[config.mk]
export PLATFORM = sky130hd
export DESIGN_NAME = video_pattern_gen
export DESIGN_NICKNAME = d
export VERILOG_FILES = /design/src/rtl/video_pkg.sv /design/src/rtl/video_timing_counter.sv /design/src/rtl/video_pattern_gen.sv
export SDC_FILE = /design/constraint.sdc
export NUM_CORES = 1
export LEC_CHECK = 0
export CORE_MARGIN = 8
export CORE_UTILIZATION = 45
export DETAILED_ROUTE_END_ITERATION = 10
export GPL_TIMING_DRIVEN = 1
export PLACE_DENSITY_LB_ADDON = 0.25
export SYNTH_ARGS = -nofsm -noshare
export SYNTH_HDL_FRONTEND = slang
export SYNTH_SLANG_ARGS = --single-unit
[constraint.sdc]
create_clock -name clk_pixel -period 4.5 [get_ports clk_pixel]
set_input_delay 0.45 -clock clk_pixel [delete_from_list [all_inputs] [get_ports clk_pixel]]
set_output_delay 0.45 -clock clk_pixel [all_outputs]
set_load 0.005 [all_outputs]
[src/rtl/video_pkg.sv]
// Shared constants for the HDMI test-pattern source: default 720p timing,
// pattern select codes and the colour-bar palette.
package video_pkg;

  localparam int CNT_W = 12;

  // Default 1280x720 timing.
  localparam int DEF_H_ACTIVE = 1280;
  localparam int DEF_H_FP     = 110;
  localparam int DEF_H_SYNC   = 40;
  localparam int DEF_H_BP     = 220;
  localparam int DEF_V_ACTIVE = 720;
  localparam int DEF_V_FP     = 5;
  localparam int DEF_V_SYNC   = 5;
  localparam int DEF_V_BP     = 20;
  localparam int DEF_BAR_STEP = 4;

  // Width of the moving bar, pixels.
  localparam int MOVBAR_W = 16;

  // Pattern select codes; 9..15 fall back to the colour bars.
  localparam logic [3:0] PAT_BLACK   = 4'd0;
  localparam logic [3:0] PAT_WHITE   = 4'd1;
  localparam logic [3:0] PAT_RED     = 4'd2;
  localparam logic [3:0] PAT_GREEN   = 4'd3;
  localparam logic [3:0] PAT_BLUE    = 4'd4;
  localparam logic [3:0] PAT_BARS    = 4'd5;
  localparam logic [3:0] PAT_GRAY    = 4'd6;
  localparam logic [3:0] PAT_CHECKER = 4'd7;
  localparam logic [3:0] PAT_MOVBAR  = 4'd8;

  localparam logic [23:0] RGB_BLACK = 24'h000000;
  localparam logic [23:0] RGB_WHITE = 24'hFFFFFF;

  // Colour bars left to right: white, yellow, cyan, green, magenta, red, blue, black.
  localparam logic [23:0] BAR_RGB [8] = '{
    24'hFFFFFF, 24'hFFFF00, 24'h00FFFF, 24'h00FF00,
    24'hFF00FF, 24'hFF0000, 24'h0000FF, 24'h000000
  };

endpackage

[src/rtl/video_timing_counter.sv]
// Raster position counters for the pixel-clock domain, with their
// combinational next values and frame-boundary strobes.
module video_timing_counter
  import video_pkg::*;
#(
  parameter int H_TOTAL = 1650,
  parameter int V_TOTAL = 750
) (
  input  logic             clk_pixel,
  input  logic             rst_n,
  output logic [CNT_W-1:0] cnt_h,
  output logic [CNT_W-1:0] cnt_v,
  output logic [CNT_W-1:0] cnt_h_next,
  output logic [CNT_W-1:0] cnt_v_next,
  output logic             frame_start,
  output logic             frame_next
);

  localparam logic [CNT_W-1:0] H_LAST = CNT_W'(H_TOTAL - 1);
  localparam logic [CNT_W-1:0] V_LAST = CNT_W'(V_TOTAL - 1);

  // Next raster position: horizontal wraps every line, vertical steps on the wrap.
  always_comb begin
    // NOTE: every combinational output gets a default first so no latch is inferred.
    cnt_h_next = (cnt_h == H_LAST) ? '0 : cnt_h + 1'b1;
    cnt_v_next = cnt_v;
    if (cnt_h == H_LAST) begin
      cnt_v_next = (cnt_v == V_LAST) ? '0 : cnt_v + 1'b1;
    end
    frame_start = (cnt_h == '0) && (cnt_v == '0);
    frame_next  = (cnt_h_next == '0) && (cnt_v_next == '0);
  end

  // Position register; reset puts the raster at pixel (0,0).
  always_ff @(posedge clk_pixel or negedge rst_n) begin
    if (!rst_n) begin
      cnt_h <= '0;
      cnt_v <= '0;
    end else begin
      // NOTE: state registers use non-blocking assignments so all flops see pre-edge values.
      cnt_h <= cnt_h_next;
      cnt_v <= cnt_v_next;
    end
  end

endmodule

[src/rtl/video_pattern_gen.sv]
// Video timing and test-pattern source: decodes the raster position into
// sync/enable and a selectable RGB pattern, registered once for the encoder.
module video_pattern_gen
  import video_pkg::*;
#(
  parameter int H_ACTIVE = DEF_H_ACTIVE,
  parameter int H_FP     = DEF_H_FP,
  parameter int H_SYNC   = DEF_H_SYNC,
  parameter int H_BP     = DEF_H_BP,
  parameter int V_ACTIVE = DEF_V_ACTIVE,
  parameter int V_FP     = DEF_V_FP,
  parameter int V_SYNC   = DEF_V_SYNC,
  parameter int V_BP     = DEF_V_BP,
  parameter bit HS_POL   = 1'b1,
  parameter bit VS_POL   = 1'b1,
  parameter int BAR_STEP = DEF_BAR_STEP
) (
  input  logic             clk_pixel,
  input  logic             rst_n,
  input  logic [3:0]       color,
  output logic [CNT_W-1:0] cnt_h_next,
  output logic [CNT_W-1:0] cnt_v_next,
  output logic [23:0]      rgb_next,
  output logic [23:0]      rgb,
  output logic             de,
  output logic             hsync,
  output logic             vsync,
  output logic             frame_start
);

  localparam int H_TOTAL = H_ACTIVE + H_FP + H_SYNC + H_BP;
  localparam int V_TOTAL = V_ACTIVE + V_FP + V_SYNC + V_BP;
  localparam int BAR_W   = H_ACTIVE / 8;

  localparam logic [CNT_W-1:0] HA_L     = CNT_W'(H_ACTIVE);
  localparam logic [CNT_W-1:0] VA_L     = CNT_W'(V_ACTIVE);
  localparam logic [CNT_W-1:0] HS_START = CNT_W'(H_ACTIVE + H_FP);
  localparam logic [CNT_W-1:0] HS_END   = CNT_W'(H_ACTIVE + H_FP + H_SYNC);
  localparam logic [CNT_W-1:0] VS_START = CNT_W'(V_ACTIVE + V_FP);
  localparam logic [CNT_W-1:0] VS_END   = CNT_W'(V_ACTIVE + V_FP + V_SYNC);

  logic [CNT_W-1:0] cnt_h;
  logic [CNT_W-1:0] cnt_v;
  logic             frame_start_cnt;
  logic             frame_next;

  logic [3:0]       pat_q;
  logic [CNT_W-1:0] bar_off;
  logic [CNT_W-1:0] bar_off_next;
  logic [CNT_W:0]   off_sum;
  logic [CNT_W:0]   mov_end;
  logic             in_bar;
  logic [2:0]       bar_idx;
  logic             de_next;
  logic             hs_next;
  logic             vs_next;

  video_timing_counter #(
    .H_TOTAL (H_TOTAL),
    .V_TOTAL (V_TOTAL)
  ) u_timing (
    .clk_pixel   (clk_pixel),
    .rst_n       (rst_n),
    .cnt_h       (cnt_h),
    .cnt_v       (cnt_v),
    .cnt_h_next  (cnt_h_next),
    .cnt_v_next  (cnt_v_next),
    .frame_start (frame_start_cnt),
    .frame_next  (frame_next)
  );

  // Moving-bar offset for the next frame, wrapped modulo the active width.
  always_comb begin
    off_sum      = {1'b0, bar_off} + (CNT_W+1)'(BAR_STEP);
    bar_off_next = off_sum[CNT_W-1:0];
    if (off_sum >= (CNT_W+1)'(H_ACTIVE)) begin
      bar_off_next = CNT_W'(off_sum - (CNT_W+1)'(H_ACTIVE));
    end
  end

  // Per-frame state: pattern select and bar offset both change only at the frame boundary.
  always_ff @(posedge clk_pixel or negedge rst_n) begin
    if (!rst_n) begin
      pat_q   <= PAT_BLACK;
      bar_off <= '0;
    end else if (frame_next) begin
      pat_q   <= color;
      bar_off <= bar_off_next;
    end
  end

  // Position decode: sync/enable windows and the pixel colour for the current position.
  always_comb begin
    de_next = (cnt_h < HA_L) && (cnt_v < VA_L);
    hs_next = ((cnt_h >= HS_START) && (cnt_h < HS_END)) ? HS_POL : !HS_POL;
    vs_next = ((cnt_v >= VS_START) && (cnt_v < VS_END)) ? VS_POL : !VS_POL;

    // Colour-bar index from constant edges; the lowest edge above cnt_h wins.
    bar_idx = 3'd7;
    for (int i = 7; i >= 1; i--) begin
      if (int'(cnt_h) < i * BAR_W) bar_idx = 3'(i - 1);
    end

    // Bar may extend past the active width; de clips it at the right edge.
    mov_end = {1'b0, bar_off} + (CNT_W+1)'(MOVBAR_W);
    in_bar  = (cnt_h >= bar_off) && ({1'b0, cnt_h} < mov_end);

    case (pat_q)
      PAT_BLACK:   rgb_next = RGB_BLACK;
      PAT_WHITE:   rgb_next = RGB_WHITE;
      PAT_RED:     rgb_next = 24'hFF0000;
      PAT_GREEN:   rgb_next = 24'h00FF00;
      PAT_BLUE:    rgb_next = 24'h0000FF;
      PAT_GRAY:    rgb_next = {3{cnt_h[7:0]}};
      PAT_CHECKER: rgb_next = (cnt_h[5] ^ cnt_v[5]) ? RGB_WHITE : RGB_BLACK;
      PAT_MOVBAR:  rgb_next = in_bar ? RGB_WHITE : RGB_BLACK;
      default:     rgb_next = BAR_RGB[bar_idx];
    endcase

    if (!de_next) rgb_next = RGB_BLACK;
  end

  // Output register: one stage, all video outputs aligned to the same position.
  always_ff @(posedge clk_pixel or negedge rst_n) begin
    if (!rst_n) begin
      rgb         <= '0;
      de          <= 1'b0;
      hsync       <= !HS_POL;
      vsync       <= !VS_POL;
      frame_start <= 1'b0;
    end else begin
      rgb         <= rgb_next;
      de          <= de_next;
      hsync       <= hs_next;
      vsync       <= vs_next;
      frame_start <= frame_start_cnt;
    end
  end

endmodule

==> results of run 1 <==
[logic make-up after synthesis]
group / after synthesis
compound gates: 106
xor+xnor: 31
fa+ha+maj: 31
buf+inv: 50
flops: 66
mux: 7
simple gates: 166
[Yosys cell counts (all sizes together) (3+ instances only)]
cell and number:
or3 5, nor2b 4, nor3b 3, a31oi 27
or2 3, nand3 20, and3 4, clkbuf 21
a21oi 12, nand2 36, nor3 16, nor2 25
mux2 6, and2 4, dfrtp 66, o22ai 3
a21o 4, nand2b 7, nand4 10, inv 22
ha 30, buf 7, o21ai 30, nor4b 5
nor4 13, xnor2 18, o31ai 5, xor2 13
[cell type report]
type	count	area share, %
inverters	22	1.55
well taps	111	2.61
flip-flops and latches	66	31.1
repair buffers	92	16.7
clock inverters	6	1.22
multi-input cells	341	44.2
clock buffers	10	2.59
[where the power goes]
| group | internal (mW) | switching, mW |
|---|---|---|
| combinational | 0.00388 | 0.0123 |
| clock | 0.272 | 0.246 |
| sequential | 0.593 | 0 |
| total | 0.869 | 0.259 |
[stage by stage]
step	area, µm²	power, mW
global placement	5110	0.621
finish	5320	1.13
CTS	5320	1.14
detailed placement	5110	0.622
global route	5320	1.17
floorplan	4220	0.605
[worst register-to-register path: cells and delay by family (launching register included)]
family,cells,cell delay [ns]
xor gates and xnor gates,1,0.20
and+or+nand+nor,5,2.30
DFF,1,0.52
muxes,1,0.36
buffers and inverters,1,0.26
[final timing paths]
check	to	cells after the start	from	slack, ns
setup / recovery	rgb_next[5]	11	bar_off[5]$_DFFE_PN0P_	0.41
hold / removal	bar_off[9]$_DFFE_PN0P_	1	rst_n	0.31
setup reg to reg	bar_off[11]$_DFFE_PN0P_	8	u_timing.cnt_h[3]$_DFF_PN0_	0.76
hold reg to reg	bar_off[8]$_DFFE_PN0P_	1	bar_off[8]$_DFFE_PN0P_	0.53
max in group asynchronous	hsync$_DFF_PN0_	2	rst_n	3.29
min in group clk_pixel	bar_off[8]$_DFFE_PN0P_	1	bar_off[8]$_DFFE_PN0P_	0.53
[per-layer routing]
layer | share of wire, % | global-route usage, % | vias to the layer above | wire [µm]
li1 | - | - | 1823 | -
met1 | 44 | 24.9 | 1850 | 5350
met2 | 48 | 31.2 | 140 | 5810
met3 | 7.1 | 4.63 | 17 | 871
met4 | 1.3 | 6.38 | 0 | 160
met5 | 0 | 0 | - | 0
[flip-flops by register name, indices dropped and copies added, names as in the netlist]
register / count
rgb: 24
u_timing.cnt_h: 12
u_timing.cnt_v: 12
bar_off: 10
pat_q: 4
de: 1
frame_start: 1
hsync: 1
vsync: 1
==> results.ini, run 1 <==
[outcome]
status = complete, no violations

[synthesis]
synth-xor-area-share_pct = 6.44
yosys.area.top_type_share_pct = 39.1
yosys_warnings = 0
synth_top_family_by_area = simple AND/OR/NAND/NOR gates
avgSynthCellArea_um2 = 9.23
synth_seq_cells = 66
ys_top_cells_by_area = dfrtp_1, ha_1, a31oi_1, xnor2_1, nand2_1
synthMuxAreaShare_pct = 1.84
syn-num-nets = 493
synth_edf_count = 0
syn_area_um2 = 4220
synth_compound_area_share_pct = 16.2
yosys.area_share.simple_pct = 22.1
yosysSeqAreaShare_pct = 39.1
ys_async_sr_fraction_pct = 100
synth_cell_type_count = 63
synth_fa_ha_area_share_pct = 9.13
synth_largest_area_cell = dfrtp_1
postSynthCellCount = 457
ys.flop_type = dfrtp_1

[sta]
fmax_mhz = 245
fin_skew_ns = 0.0177
worst_slack_ns = 0.412
final_hold_viol_count = 0
setup_viol = 0
min_period_ns = 4.09
rsz0062_at_grt = false
relSlewSlack_pct = 29.1
maxSlewViolCount = 0
worstMarginPinSlew_ns = 1.06
whs_ns = 0.307
tns_ns = 0
fin_crit_sh_pct = 90.8

[cells_and_area]
diodes = 0
regArea_um2 = 1660
layout_common_cells = clkdlybuf4s50_1, dfrtp_1, nand2_1
multi_input_area_um2 = 2350
fillers = 774
area_delta_synth_final_pct = 26.1
final_net_count = 568
final_common_cell = clkdlybuf4s50_1
drive_gt1_share_pct = 8.75
final_core_util_pct = 58.1
finalNonFillerCells = 648

[floorplan]
start_util_pct = 46.1
core_area_um2 = 9150
die_w_um = 113
die_h_um = 113
num_io_pins = 82
dieArea_um2 = 12700
rows = 35

[route]
routed_wl_mm = 12.2
firstDrtPassIters = 5
ant_nets = 0
drc_errors = 0
routed_via_density = 5.91
vias = 3830
wl_per_cell_um = 18.8
first_iter_violations = 358

[job]
max_cap_viol_count = 0

[cts]
worstSkewPairLatency_ns = 0.34
path_clk_slew_ns = 0.09
root_buffer = clkbuf_8
cts_setup_buffers = 0
holdBufCountCts = 0
cts_tree = done
cts_made_buffers = 9
numClockSinks = 66
cts_resized = 0
htreeDepth = 3
clockBufferDepth = 2

[critical_path]
crit_top_cell = ha_1
cpLargestDelayFamily = compound AO/OA/AOI/OAI gates
critPathCaptureType = output pin
cp_data_arrival_time_ns = 3.64
cp_cell_sequence = ha_1 > nand3_1 > xnor2_1 > ha_1 > a2111oi_0 > o21ai_0 > a221oi_1 > o2111ai_1 > buf_4 > a31oi_1 > clkdlybuf4s50_1
slowest_delay_ns = 0.58
required_ns = 4.05
critPathMaxFanout = 24
critPathKind = flip-flop to output pin
worstSetupStartpointType = flip-flop
critical-path-slowest-cell = clkdlybuf4s50_1
path_buf_inv = 2

[pwr]
powerDensity_nw_per_um2 = 212
ir_drop_mv = 0.172
p_leak_nw = 2.24

[placed_design]
place_ws_ns = 0.717
place_congestion = 0.917
portBuffers = 81
place_hpwl_mm = 8.87
dp_cells = 632

[min_path]
hp-class = input port to asynchronous set/reset pin

[global_route]
grt_first_pass_wirelength_mm = 19.8
grt_overflow = 0
grt_util_all_layers_pct = 19.4
grt_max_degree = 46
antenna_found_initial = 0
grt_pass1_vias = 3739

Note: power is estimated with default switching activity, not from simulation.
==> run 2: changes to the inputs <==
--- a/config.mk
+++ b/config.mk
@@ -9,6 +9,7 @@
 export CORE_UTILIZATION = 45
 export DETAILED_ROUTE_END_ITERATION = 10
 export GPL_TIMING_DRIVEN = 1
+export HOLD_SLACK_MARGIN = 0.15
 export PLACE_DENSITY_LB_ADDON = 0.25
 export SYNTH_ARGS = -nofsm -noshare
 export SYNTH_HDL_FRONTEND = slang
==> constraint.sdc (replaced) <==
create_clock -name clk_pixel -period 3.76 [get_ports clk_pixel]
set_input_delay 0.376 -clock clk_pixel [delete_from_list [all_inputs] [get_ports clk_pixel]]
set_output_delay 0.376 -clock clk_pixel [all_outputs]
set_load 0.005 [all_outputs]
==> run 2 against run 1 <==
  * The run now ends with negative setup slack left
  * Combinational power is 20% higher
  * Worst hold slack worse by 0.17 ns
  * Sequential share of layout area is 1.7 points lower
  * Non-clock buffer count is 17 higher
  * Clock skew is 0.0074 ns lower
  * Worst setup slack worse by 0.43 ns
  * Critical path depth is 1 higher
  * Utilization is 3.4 points higher
  * Cell area is 5.9% higher
  * Global-route usage is 0.58 points higher
  * Register-to-register slack worse by 0.53 ns
  * Critical path type unchanged
  * Critical endpoint is now rgb_next[8]
==> results.ini, run 2 (synthesized netlist as in run 1, its figures left out) <==
[critical_path]
r2r-end = pat_q[2]$_DFFE_PN0P_
required_ns = 3.38
reg2reg_depth = 8
startpoint = bar_off[7]$_DFFE_PN0P_
worstSetupStartpointType = flip-flop
critPathMaxFanout = 12
r2r_setup_slack_ns = 0.23
cp_data_arrival_time_ns = 3.40
critPathCaptureType = output pin
worstReg2RegStart = u_timing.cnt_h[8]$_DFF_PN0_
critPathKind = flip-flop to output pin

[min_path]
hp-class = input port to asynchronous set/reset pin

[floorplan]
rows = 35
start_util_pct = 46.1
die_w_um = 113
num_io_pins = 82
core_area_um2 = 9150
dieArea_um2 = 12700
die_h_um = 113

[route]
routed_via_density = 5.95
firstDrtPassIters = 5
ant_nets = 0
first_iter_violations = 281
drc_errors = 0
routed_wl_mm = 12.6
vias = 3960
wl_per_cell_um = 18.9

[cells_and_area]
diodes = 0
layout_common_cells = clkdlybuf4s50_1, dfrtp_1, nand2_1
stdcell_area_um2 = 5630
largestRegisters = rgb: 24 flops, u_timing.cnt_h: 12 flops, u_timing.cnt_v: 12 flops
area_delta_synth_final_pct = 33.5
final_core_util_pct = 61.5
regMostFlops = rgb
final_common_cell = clkdlybuf4s50_1
drive_gt1_share_pct = 14.4
final_net_count = 585
fillers = 764
multi_input_area_um2 = 2450
regArea_um2 = 1660
largest_register_ffs = 24

[pwr]
p_leak_nw = 2.56
powerDensity_nw_per_um2 = 271
ir_drop_mv = 0.173

[global_route]
antenna_found_initial = 0
grt_pass1_vias = 3905
grt_overflow = 0
grt_first_pass_wirelength_mm = 20.5
grt_max_degree = 37
grt_util_all_layers_pct = 20.0

[placed_design]
portBuffers = 81
post_dp_cell_area_um2 = 5190
place_hpwl_mm = 9.16
place_congestion = 0.965
place_ws_ns = 0.188

[job]
max_cap_viol_count = 0

[sta]
tns_ns = -0.0150
rsz0062_at_grt = true
setup_viol = 1
relSlewSlack_pct = 42.6
fin_crit_sh_pct = 100
final_hold_viol_count = 0
worstMarginPinSlew_ns = 0.862
maxSlewViolCount = 0
fmax_mhz = 265
fin_skew_ns = 0.0104
worst_slack_ns = -0.0150
min_period_ns = 3.77

[cts]
holdBufCountCts = 0
path_clk_slew_ns = 0.07
root_buffer = clkbuf_8
cts_made_buffers = 9
numClockSinks = 66
clockBufferDepth = 2
worstSkewPairLatency_ns = 0.35
htreeDepth = 3
cts_tree = done

[outcome]
violations = negative setup slack
status = finished with violations

[run 2: changes by cell type in the layout (fill, tap and decap cells not counted), sizes merged]
cell / previous run / this run
inv: 23 / 22
bufinv: 1 / 4
clkbuf: 10 / 9
dlymetal6s2s: 0 / 10
buf: 12 / 29
clkinv: 3 / 2
clkdlybuf4s50: 80 / 68
dlygate4sd2: 0 / 2
[run 2: worst max-delay path by stage]
stage                             end  slack, ns  cells after the start
6_report                  rgb_next[8]      -0.01                     12
5_1_grt                   rgb_next[9]      -0.26                     13
4_1_cts                   rgb_next[0]      -0.02                     11
3_5_place_dp     pat_q[2]$_DFFE_PN0P_       0.19                      8
3_3_place_gp             rgb_next[13]       0.20                     11
2_1_floorplan  bar_off[7]$_DFFE_PN0P_       0.32                     10
[run 2: report_power, final]
part	switching (mW)	total (mW)	internal (mW)
Clock	0.291	0.799	0.507
Combinational	0.0146	0.0193	0.00464
Sequential	0	0.709	0.709
Total	0.306	1.53	1.22
[run 2: area by class of cell]
class	count	area share (%)
Clock buffer	9	2.20
Clock inverter	7	2.51
Inverter	22	1.47
Multi-Input combinational cell	341	43.4
Sequential cell	66	29.4
Tap cell	111	2.47
Timing Repair Buffer	109	18.5
[run 2: timing repair]
item	CTS	global route
gates cloned	0	1
resized for setup	10	26
setup endpoints to repair	24	25
setup buffers	0	5
[run 2: critical path: stages (launching register included)]
cell             delay, ns
dfrtp_2               0.44
nand3_1               0.17
nor3_2                0.21
nand3_1               0.12
xnor2_1               0.22
ha_1                  0.30
nand2_1               0.08
a21oi_1               0.05
a221oi_2              0.27
o2111ai_2             0.18
buf_6                 0.22
a31oi_1               0.24
clkdlybuf4s50_1       0.56
[run 2: routing by layer]
layer	wire [µm]	GRT usage [%]	share of wire (%)
met1	5440	24.3	43
met2	6020	32.5	48
met3	893	6.07	7.1
met4	227	7.55	1.8
met5	0	0	0
[run 2: metrics by stage]
step                power, mW  hold WS [ns]  std cells
floorplan               0.723        0.0804        457
global placement        0.743         0.531        643
detailed placement      0.744         0.529        643
CTS                      1.54         0.167        659
global route             1.58         0.200        665
finish                   1.53         0.133        665
